===== src/rtl/frac_div_sched.sv =====
// frac_div_sched: super-period sequencer for the half-integer clock divider.
// Counts 0..L-1 (L = 2*act_int + act_half) and decodes the edge-event strobes
// for the downstream dual-edge output stage. Ratio updates are handshaken in
// and only take effect at a super-period boundary so the output cannot glitch.
module frac_div_sched #(
  parameter int INT_W    = 4,
  parameter int DEF_INT  = 3,
  parameter int DEF_HALF = 1
) (
  input  logic             clk,
  input  logic             rst,
  input  logic             en,
  input  logic             cfg_valid,
  output logic             cfg_ready,
  input  logic [INT_W-1:0] cfg_int,
  input  logic             cfg_half,
  output logic             cfg_err,
  output logic             rise_p,
  output logic             fall_p,
  output logic             rise_n,
  output logic             fall_n,
  output logic             sp_start,
  output logic             busy,
  output logic [INT_W-1:0] act_int,
  output logic             act_half
);

  localparam int CW = INT_W + 1;  // counter width, holds up to 2*max_int
  localparam int HW = INT_W + 2;  // width for 3*I+H and its half-point

  localparam logic [INT_W-1:0] MIN_INT     = INT_W'(2);
  localparam logic [INT_W-1:0] RST_INT     = INT_W'(DEF_INT);
  localparam logic             RST_HALF    = 1'(DEF_HALF);
  localparam logic [CW-1:0]    CNT_ZERO    = {CW{1'b0}};
  localparam logic [CW-1:0]    CNT_ONE     = {{(CW-1){1'b0}}, 1'b1};
  localparam logic [HW-1:0]    H_ONE       = {{(HW-1){1'b0}}, 1'b1};

  typedef enum logic [1:0] {
    ST_IDLE  = 2'd0,
    ST_RUN   = 2'd1,
    ST_DRAIN = 2'd2
  } state_e;

  state_e             state_q, state_d;
  logic [CW-1:0]      cnt_q, cnt_d;
  logic [INT_W-1:0]   act_int_q, act_int_d;
  logic               act_half_q, act_half_d;
  logic               pend_q, pend_d;
  logic [INT_W-1:0]   pend_int_q, pend_int_d;
  logic               pend_half_q, pend_half_d;
  logic               cfg_err_q, cfg_err_d;

  logic [CW-1:0]      len_s;
  logic               active_s;
  logic               wrap_s;
  logic               hs_s;
  logic               legal_s;

  logic [CW-1:0]      int_w_s;
  logic [HW-1:0]      cnt_h_s;
  logic [HW-1:0]      h_s;
  logic               rise_p_s, fall_p_s, rise_n_s, fall_n_s;

  assign len_s    = {act_int_q, 1'b0} + {{INT_W{1'b0}}, act_half_q};
  assign active_s = (state_q != ST_IDLE);
  assign wrap_s   = active_s && (cnt_q == (len_s - CNT_ONE));
  assign hs_s     = cfg_valid && !pend_q;
  assign legal_s  = (cfg_int >= MIN_INT);

  // Next-state logic: FSM, super-period counter, ratio handshake and apply-at-wrap
  always_comb begin
    state_d     = state_q;
    cnt_d       = cnt_q;
    act_int_d   = act_int_q;
    act_half_d  = act_half_q;
    pend_d      = pend_q;
    pend_int_d  = pend_int_q;
    pend_half_d = pend_half_q;
    cfg_err_d   = 1'b0;

    case (state_q)
      ST_IDLE: begin
        cnt_d = CNT_ZERO;
        if (en) begin
          state_d = ST_RUN;
        end else begin
          state_d = ST_IDLE;
        end
      end
      ST_RUN: begin
        if (wrap_s) begin
          cnt_d = CNT_ZERO;
        end else begin
          cnt_d = cnt_q + CNT_ONE;
        end
        if (en) begin
          state_d = ST_RUN;
        end else begin
          state_d = ST_DRAIN;
        end
      end
      ST_DRAIN: begin
        if (wrap_s) begin
          cnt_d = CNT_ZERO;
        end else begin
          cnt_d = cnt_q + CNT_ONE;
        end
        if (en) begin
          state_d = ST_RUN;
        end else if (wrap_s) begin
          state_d = ST_IDLE;
        end else begin
          state_d = ST_DRAIN;
        end
      end
      default: begin
        state_d = ST_IDLE;
        cnt_d   = CNT_ZERO;
      end
    endcase

    // A held ratio is promoted at the boundary; the slot then reopens.
    if (wrap_s && pend_q) begin
      act_int_d  = pend_int_q;
      act_half_d = pend_half_q;
      pend_d     = 1'b0;
    end else begin
      pend_d     = pend_q;
    end

    // pend_q is empty whenever hs_s is true, so this never collides with
    // the promotion above. In IDLE or at the wrap the new ratio goes
    // straight to the active registers for the next super-period.
    if (hs_s) begin
      if (legal_s) begin
        if (!active_s || wrap_s) begin
          act_int_d  = cfg_int;
          act_half_d = cfg_half;
        end else begin
          pend_d      = 1'b1;
          pend_int_d  = cfg_int;
          pend_half_d = cfg_half;
        end
      end else begin
        cfg_err_d = 1'b1;
      end
    end else begin
      cfg_err_d = 1'b0;
    end
  end

  // State and configuration registers with synchronous reset
  always_ff @(posedge clk) begin
    if (rst) begin
      state_q     <= ST_IDLE;
      cnt_q       <= CNT_ZERO;
      act_int_q   <= RST_INT;
      act_half_q  <= RST_HALF;
      pend_q      <= 1'b0;
      pend_int_q  <= RST_INT;
      pend_half_q <= RST_HALF;
      cfg_err_q   <= 1'b0;
    end else begin
      state_q     <= state_d;
      cnt_q       <= cnt_d;
      act_int_q   <= act_int_d;
      act_half_q  <= act_half_d;
      pend_q      <= pend_d;
      pend_int_q  <= pend_int_d;
      pend_half_q <= pend_half_d;
      cfg_err_q   <= cfg_err_d;
    end
  end

  assign int_w_s = {1'b0, act_int_q};
  assign cnt_h_s = {1'b0, cnt_q};
  // 3*I + H: the half-cycle time of the second falling edge.
  assign h_s     = {2'b00, act_int_q} + {1'b0, act_int_q, 1'b0} + {{(HW-1){1'b0}}, act_half_q};

  // Edge-strobe decode from counter, state and active ratio only
  always_comb begin
    rise_p_s = 1'b0;
    fall_p_s = 1'b0;
    rise_n_s = 1'b0;
    fall_n_s = 1'b0;
    if (active_s) begin
      // Rise A at half-cycle 0.
      if (cnt_q == CNT_ZERO) begin
        rise_p_s = 1'b1;
      end else begin
        rise_p_s = 1'b0;
      end
      // Fall A at half-cycle I.
      if (!act_int_q[0]) begin
        if (cnt_q == (int_w_s >> 1)) begin
          fall_p_s = 1'b1;
        end else begin
          fall_p_s = 1'b0;
        end
      end else begin
        if (cnt_q == ((int_w_s + CNT_ONE) >> 1)) begin
          fall_n_s = 1'b1;
        end else begin
          fall_n_s = 1'b0;
        end
      end
      // Rise B at half-cycle 2I+H.
      if (!act_half_q) begin
        if (cnt_q == int_w_s) begin
          rise_p_s = 1'b1;
        end else begin
          rise_p_s = rise_p_s;
        end
      end else begin
        if (cnt_q == (int_w_s + CNT_ONE)) begin
          rise_n_s = 1'b1;
        end else begin
          rise_n_s = 1'b0;
        end
      end
      // Fall B at half-cycle 3I+H.
      if (!h_s[0]) begin
        if (cnt_h_s == (h_s >> 1)) begin
          fall_p_s = 1'b1;
        end else begin
          fall_p_s = fall_p_s;
        end
      end else begin
        if (cnt_h_s == ((h_s + H_ONE) >> 1)) begin
          fall_n_s = 1'b1;
        end else begin
          fall_n_s = fall_n_s;
        end
      end
    end else begin
      rise_p_s = 1'b0;
      fall_p_s = 1'b0;
      rise_n_s = 1'b0;
      fall_n_s = 1'b0;
    end
  end

  assign rise_p    = rise_p_s;
  assign fall_p    = fall_p_s;
  assign rise_n    = rise_n_s;
  assign fall_n    = fall_n_s;
  assign sp_start  = active_s && (cnt_q == CNT_ZERO);
  assign busy      = active_s;
  assign cfg_ready = !pend_q;
  assign cfg_err   = cfg_err_q;
  assign act_int   = act_int_q;
  assign act_half  = act_half_q;

endmodule


===== config.mk =====
export PLATFORM = sky130hd
export DESIGN_NAME = frac_div_sched
export DESIGN_NICKNAME = d
export VERILOG_FILES = /design/src/rtl/frac_div_sched.sv
export SDC_FILE = /design/constraint.sdc
export NUM_CORES = 1
export LEC_CHECK = 0
export ABC_AREA = 1
export BUFFER_PORTS_ARGS = -buffer_cell sky130_fd_sc_hd__buf_4
export CORE_MARGIN = 4
export CORE_UTILIZATION = 27
export DETAILED_ROUTE_END_ITERATION = 8
export GPL_ROUTABILITY_DRIVEN = 0
export HOLD_SLACK_MARGIN = 0.05
export PLACE_DENSITY = 0.41
export SLEW_MARGIN = 30
export SYNTH_ARGS = -nofsm -noshare
export SYNTH_HDL_FRONTEND = slang
export SYNTH_SLANG_ARGS = --single-unit

===== constraint.sdc =====
create_clock -name clk -period 2.66 [get_ports clk]
set_clock_uncertainty 0.2 [all_clocks]
set_input_delay 0.266 -clock clk [delete_from_list [all_inputs] [get_ports clk]]
set_output_delay 0.266 -clock clk [all_outputs]
set_load 0.05 [all_outputs]

### Yosys cells after proc, flatten, opt, wreduce, memory -nomap -nowiden

Index checks and enable logic that the tools add are counted.

* equality and inequality tests: 9
* bitwise operators: 3
* add/subtract/negate cells: 7
* multiplexer cells: 35
* reductions and logical operators: 14
* order comparisons: 1

Operators by type and width (count)
* $mux W1: 27
* $eq A5 B5 Y1: 4
* $mux W4: 4
* $eq A5 B4 Y1: 2
* $add A4 B5 Y6: 1
* $add A6 B1 Y6: 1
* $add A6 B1 Y6 const B: 1
* $mux W2: 3
* $pmux W2 S3: 1
* $add A4 B1 Y5 const B: 1
* $add A5 B1 Y5: 1
* $add A5 B1 Y5 const B: 1
* $eq A5 B3 Y1: 1
* $logic_not A5 Y1: 1
* $sub A5 B1 Y5 const B: 1
* $ge A4 B2 Y1 const B: 1
* $logic_and A1 B1 Y1: 4
* $reduce_or A2 Y1: 2
* $not A1 Y1: 3
* $reduce_and A3 Y1: 1
* $reduce_or A3 Y1: 1
* $eq A2 B1 Y1 const B: 1
* $eq A2 B2 Y1 const B: 1
* $logic_not A1 Y1: 2
* other kinds (3): 3

* word-level logic and storage cells: 77
* register bits after elaboration: 19
* input bits: 9
* output and inout bits: 13

### Depth between registers and ports, before layout

* depth after elaboration: 9
* depth in mapped cells: 15
* depth with buffers taken out: 15

### Worst setup path before layout

Ideal clock, no wire load.

* path kind: flip-flop to output port
* start point: register act_int_q[1] (netlist: act_int[1])
* end point: output rise_n
* arrival time: 3203 ps
* stages on the path, launching flop included: 6
* buffers on the path: 0
* data required time: 2194 ps
* path slack: -1009 ps
* path through: dfxtp_1 -> inv_1 -> ha_1 -> a211oi_1 -> o2111ai_1 -> nor4_1

* cells in the longest elaborated chain, start to end: 5

Ends and longest elaborated chain
* start: declaration: line 46 `logic [INT_W-1:0] act_int_q, act_int_d;`
* start signal: assignment: line 166 `act_int_q <= act_int_d;`
* $add A4 B1 Y5: line 215 `if (cnt_q == (int_w_s + CNT_ONE)) begin`
* $eq A5 B5 Y1: line 215
* $mux W1: line 215
* $mux W1: line 208 `if (!act_half_q) begin`
* $mux W1: line 186 `if (active_s) begin`
* end: declaration: line 20 `output logic rise_n,`

Every way passes these cells.

### Worst setup path in the final report

* start point: register act_int_q[0] (netlist: act_int[0])
* end point: output fall_n

* cells in the longest elaborated chain, start to end: 7
* elaborated cells between the ends (all ways): 11
* classes of those cells: 4 x add/sub; 2 x eq/ne; 5 x mux

Ends and longest elaborated chain
* $add A4 B5 Y6 or $add A4 B1 Y5 (tied branches): line 178, 201
* $add A6 B1 Y6 or $eq A5 B4 Y1 (tied branches): line 178, 201
* $add A6 B1 Y6 or $mux W1 (tied branches): line 229, 201
* $eq A5 B5 Y1 or $mux W1 (tied branches): line 229, 194
* $mux W1: line 229 `if (cnt_h_s == ((h_s + H_ONE) >> 1)) begin`
* $mux W1 *: line 222 `if (!h_s[0]) begin`
* $mux W1 *: line 186
* end: declaration: line 21 `output logic fall_n,`

Mark *: on every way between the ends. The rest lies on a longest branch, timed or not.

==> out/results.ini <==
[setup_path]
crit_type=flop to primary output
cp_slowest_stage_delay_ps=580
path_common_cell=nand2_1
worstSetupStartpointType=flop
cp_max_fo=3
r2r_start=act_int[0]$_SDFF_PP1_
reg2reg_depth=13
crit_slowest_cell=fa_1
end_kind=primary output
required_ps=2190
worstReg2RegEnd=act_int[2]$_SDFF_PP0_
crit_path_cell_trace=ha_4, inv_2, fa_1, inv_2, ha_4, o21ai_2, a21oi_2, nand2_1, nor2_1, nand2_1, nor2_1, nand2_1, a21oi_4, buf_6
cp_top_family=adder cells
worst-path-buf-inv=3
crit_cells=14
arrival_ps=2560
rrSetupSlack_ps=250

[synthesis]
yosysTopAreaCell=dfxtp_1
ys_seq_elements=19
ys_types=36
synthFlopType=dfxtp_1
synth.area.top_cells=dfxtp_1, nand2_1, ha_1
synth-edff-count=0
synth_area_sq_um=1930
synth.top_cell.area_share_pct=19.7
synthCells=290
synthMostInstantiatedCell=nand2_1
synth_area_per_cell_sq_um=6.64
synth_common_cells=nand2_1, inv_1, nand3_1
synthArstFlopShare_pct=0
synth_seq_area_share_pct=19.7
syn-num-nets=317
ys_warn_count=0

[global_route]
antenna_found_initial=0
grt_pass1_wl_microns=9410
grt_usage_pct=13.8
overflow=0
grt_pass1_vias=1889
grt_max_degree=12

[sta]
fmax_mhz=330
final_max_slew_viol_count=0
tightestPinTransition_ps=500
tns_ps=-587
finalCriticalPeriod_ps=3030
maxSlewHeadroom_pct=66.6
worst_slack_ps=-368
period_share_pct=114
hold_viol=0
rsz0062_at_grt=true
finalSetupViolCount=3
hold_ws_ps=65.8

[floorplan]
die_area_sq_um=8550
io_pins=22
fp.dieW_microns=92.5
start_util_pct=28.1
fp.dieH_microns=92.5
rows=30
core_sq_um=6870

[pwr]
finalPower_mw=1.24
p_per_area_nw_per_um2=470
max-vdd-ir-drop_uv=333
leakagePower_nw=1.22

[drt]
routed_wl_microns=5610
wl_met2_microns=2780
first_iter_violations=76
ant_nets=0
drc_errors=0
topRoutingLayerUsed=met4
wire_per_inst_microns=13.0
via_count=1965
dr.pass1.iters=6
wl_met3_microns=108
drt-met1-wl_microns=2610
avgViaCountPerCell=4.54

[run_status]
status=finished with violations
violations=negative setup slack

[cells_and_area]
final_net_count=365
drive_gt1_share_pct=33.2
layout-area-overhead-vs-synth_pct=37.5
post-route-cell-area_sq_um=2650
fin_util_pct=38.6
diodes=0
final_cell_count_no_fill=433

[placed_design]
placed_cell_area_sq_um=2360
dp_cells=421
dp_hpwl_microns=4470
portBuffers=21
post-place-ws_ps=-124

[run]
drv_cap=0

[clocking]
cts_tree=yes
cts_buffers=3
clk_pin_slew_ps=70
cts_buffer_depth=2
clock_sinks=19
clockRootBuffer=clkbuf_8
htree_num_levels=1
clkLatencyLatePin_ps=260

[hold_path]
hold_path_class=primary input to flop
hp-start=cfg_int[3]
min_to=act_int[3]$_SDFF_PP0_
holdPathStages=3

[kinds of logic (layout without fill, tap and decap cells)]
kind of cell	Yosys count	count (layout)	share of synthesized area, %
DFF	19	19	19.7
AOI/OAI and AO/OA	28	28	9.16
xor gates and xnor gates	11	11	5.00
buffers and inverters	47	94	10.9
and+or+nand+nor	167	167	43.1
adders and majority gates	18	18	12.1
[power by group]
part / internal, mW / switching (mW) / total [mW]
sequential: 0.301 / 0.0169 / 0.318
clock: 0.104 / 0.100 / 0.204
combinational: 0.287 / 0.434 / 0.721
total: 0.693 / 0.551 / 1.24
[per-layer routing]
| metal | GRT usage (%) | vias to the layer above |
|---|---|---|
| met5 | 0 | - |
| met4 | 4.95 | 0 |
| met3 | 1.14 | 8 |
| met2 | 23.4 | 23 |
| met1 | 18.1 | 899 |
| li1 | - | 1035 |
[sequential cells by signal, summed over array words and instances, names as in the netlist, named ones only]
name,cells
cnt_q,5
act_int,4
pend_int_q,4
state_q,2
act_half,1
cfg_err,1
pend_half_q,1
[worst max path at each step]
stage / start / to
finish: act_int[0]$_SDFF_PP1_ / fall_n
CTS: act_int[0]$_SDFF_PP1_ / fall_n
global route: act_half$_SDFF_PP1_ / fall_n
global placement: act_int[0]$_SDFF_PP1_ / fall_n
floorplan: act_int[1]$_SDFF_PP1_ / fall_n
detailed placement: act_int[0]$_SDFF_PP1_ / fall_n
[final cells by class]
class	instances	area [sq um]
clock buffers	3	41.3
clock inverters	1	5.00
fillers	759	4220
inverters	42	169
multi-input cells	224	1520
flip-flops and latches	19	393
well taps	96	120
repair buffers	48	400
[layout by cell type (no fill, tap or decap), drive strengths merged]
| master | count |
|---|---|
| a211oi | 1 |
| a21oi | 14 |
| and2 | 1 |
| buf | 43 |
| clkbuf | 3 |
| clkinv | 3 |
| clkinvlp | 1 |
| dfxtp | 19 |
| dlygate4sd3 | 5 |
| fa | 1 |
| ha | 17 |
| inv | 39 |
| nand2 | 89 |
| nand3 | 32 |
| nand4 | 9 |
| nor2 | 30 |
| nor3 | 1 |
| nor3b | 1 |
| nor4 | 4 |
| o2111ai | 1 |
| o211ai | 5 |
| o21ai | 6 |
| o21bai | 1 |
| xnor2 | 3 |
| xor2 | 8 |
[repair_timing]
item / 4_1_cts / 5_1_grt
hold buffers: 5 / 0
endpoints found under the setup margin: 3 / 3
gates resized for setup: 20 / 14
pin swaps: 9 / 12
setup buffers: 3 / 0
hold endpoints to repair: 7 / 0
[worst register-to-register path, stage by stage (launching register included)]
cell,delay (ps)
dfxtp_4,370
inv_2,40
buf_4,160
ha_1,410
buf_4,190
xnor2_1,150
nor2_4,120
nand3_4,120
nor2_8,180
nand3_4,120
nand2_1,90
nand2_1,50
nor2_1,80
nor2_1,50
Power figures use the tool's default switching activity.
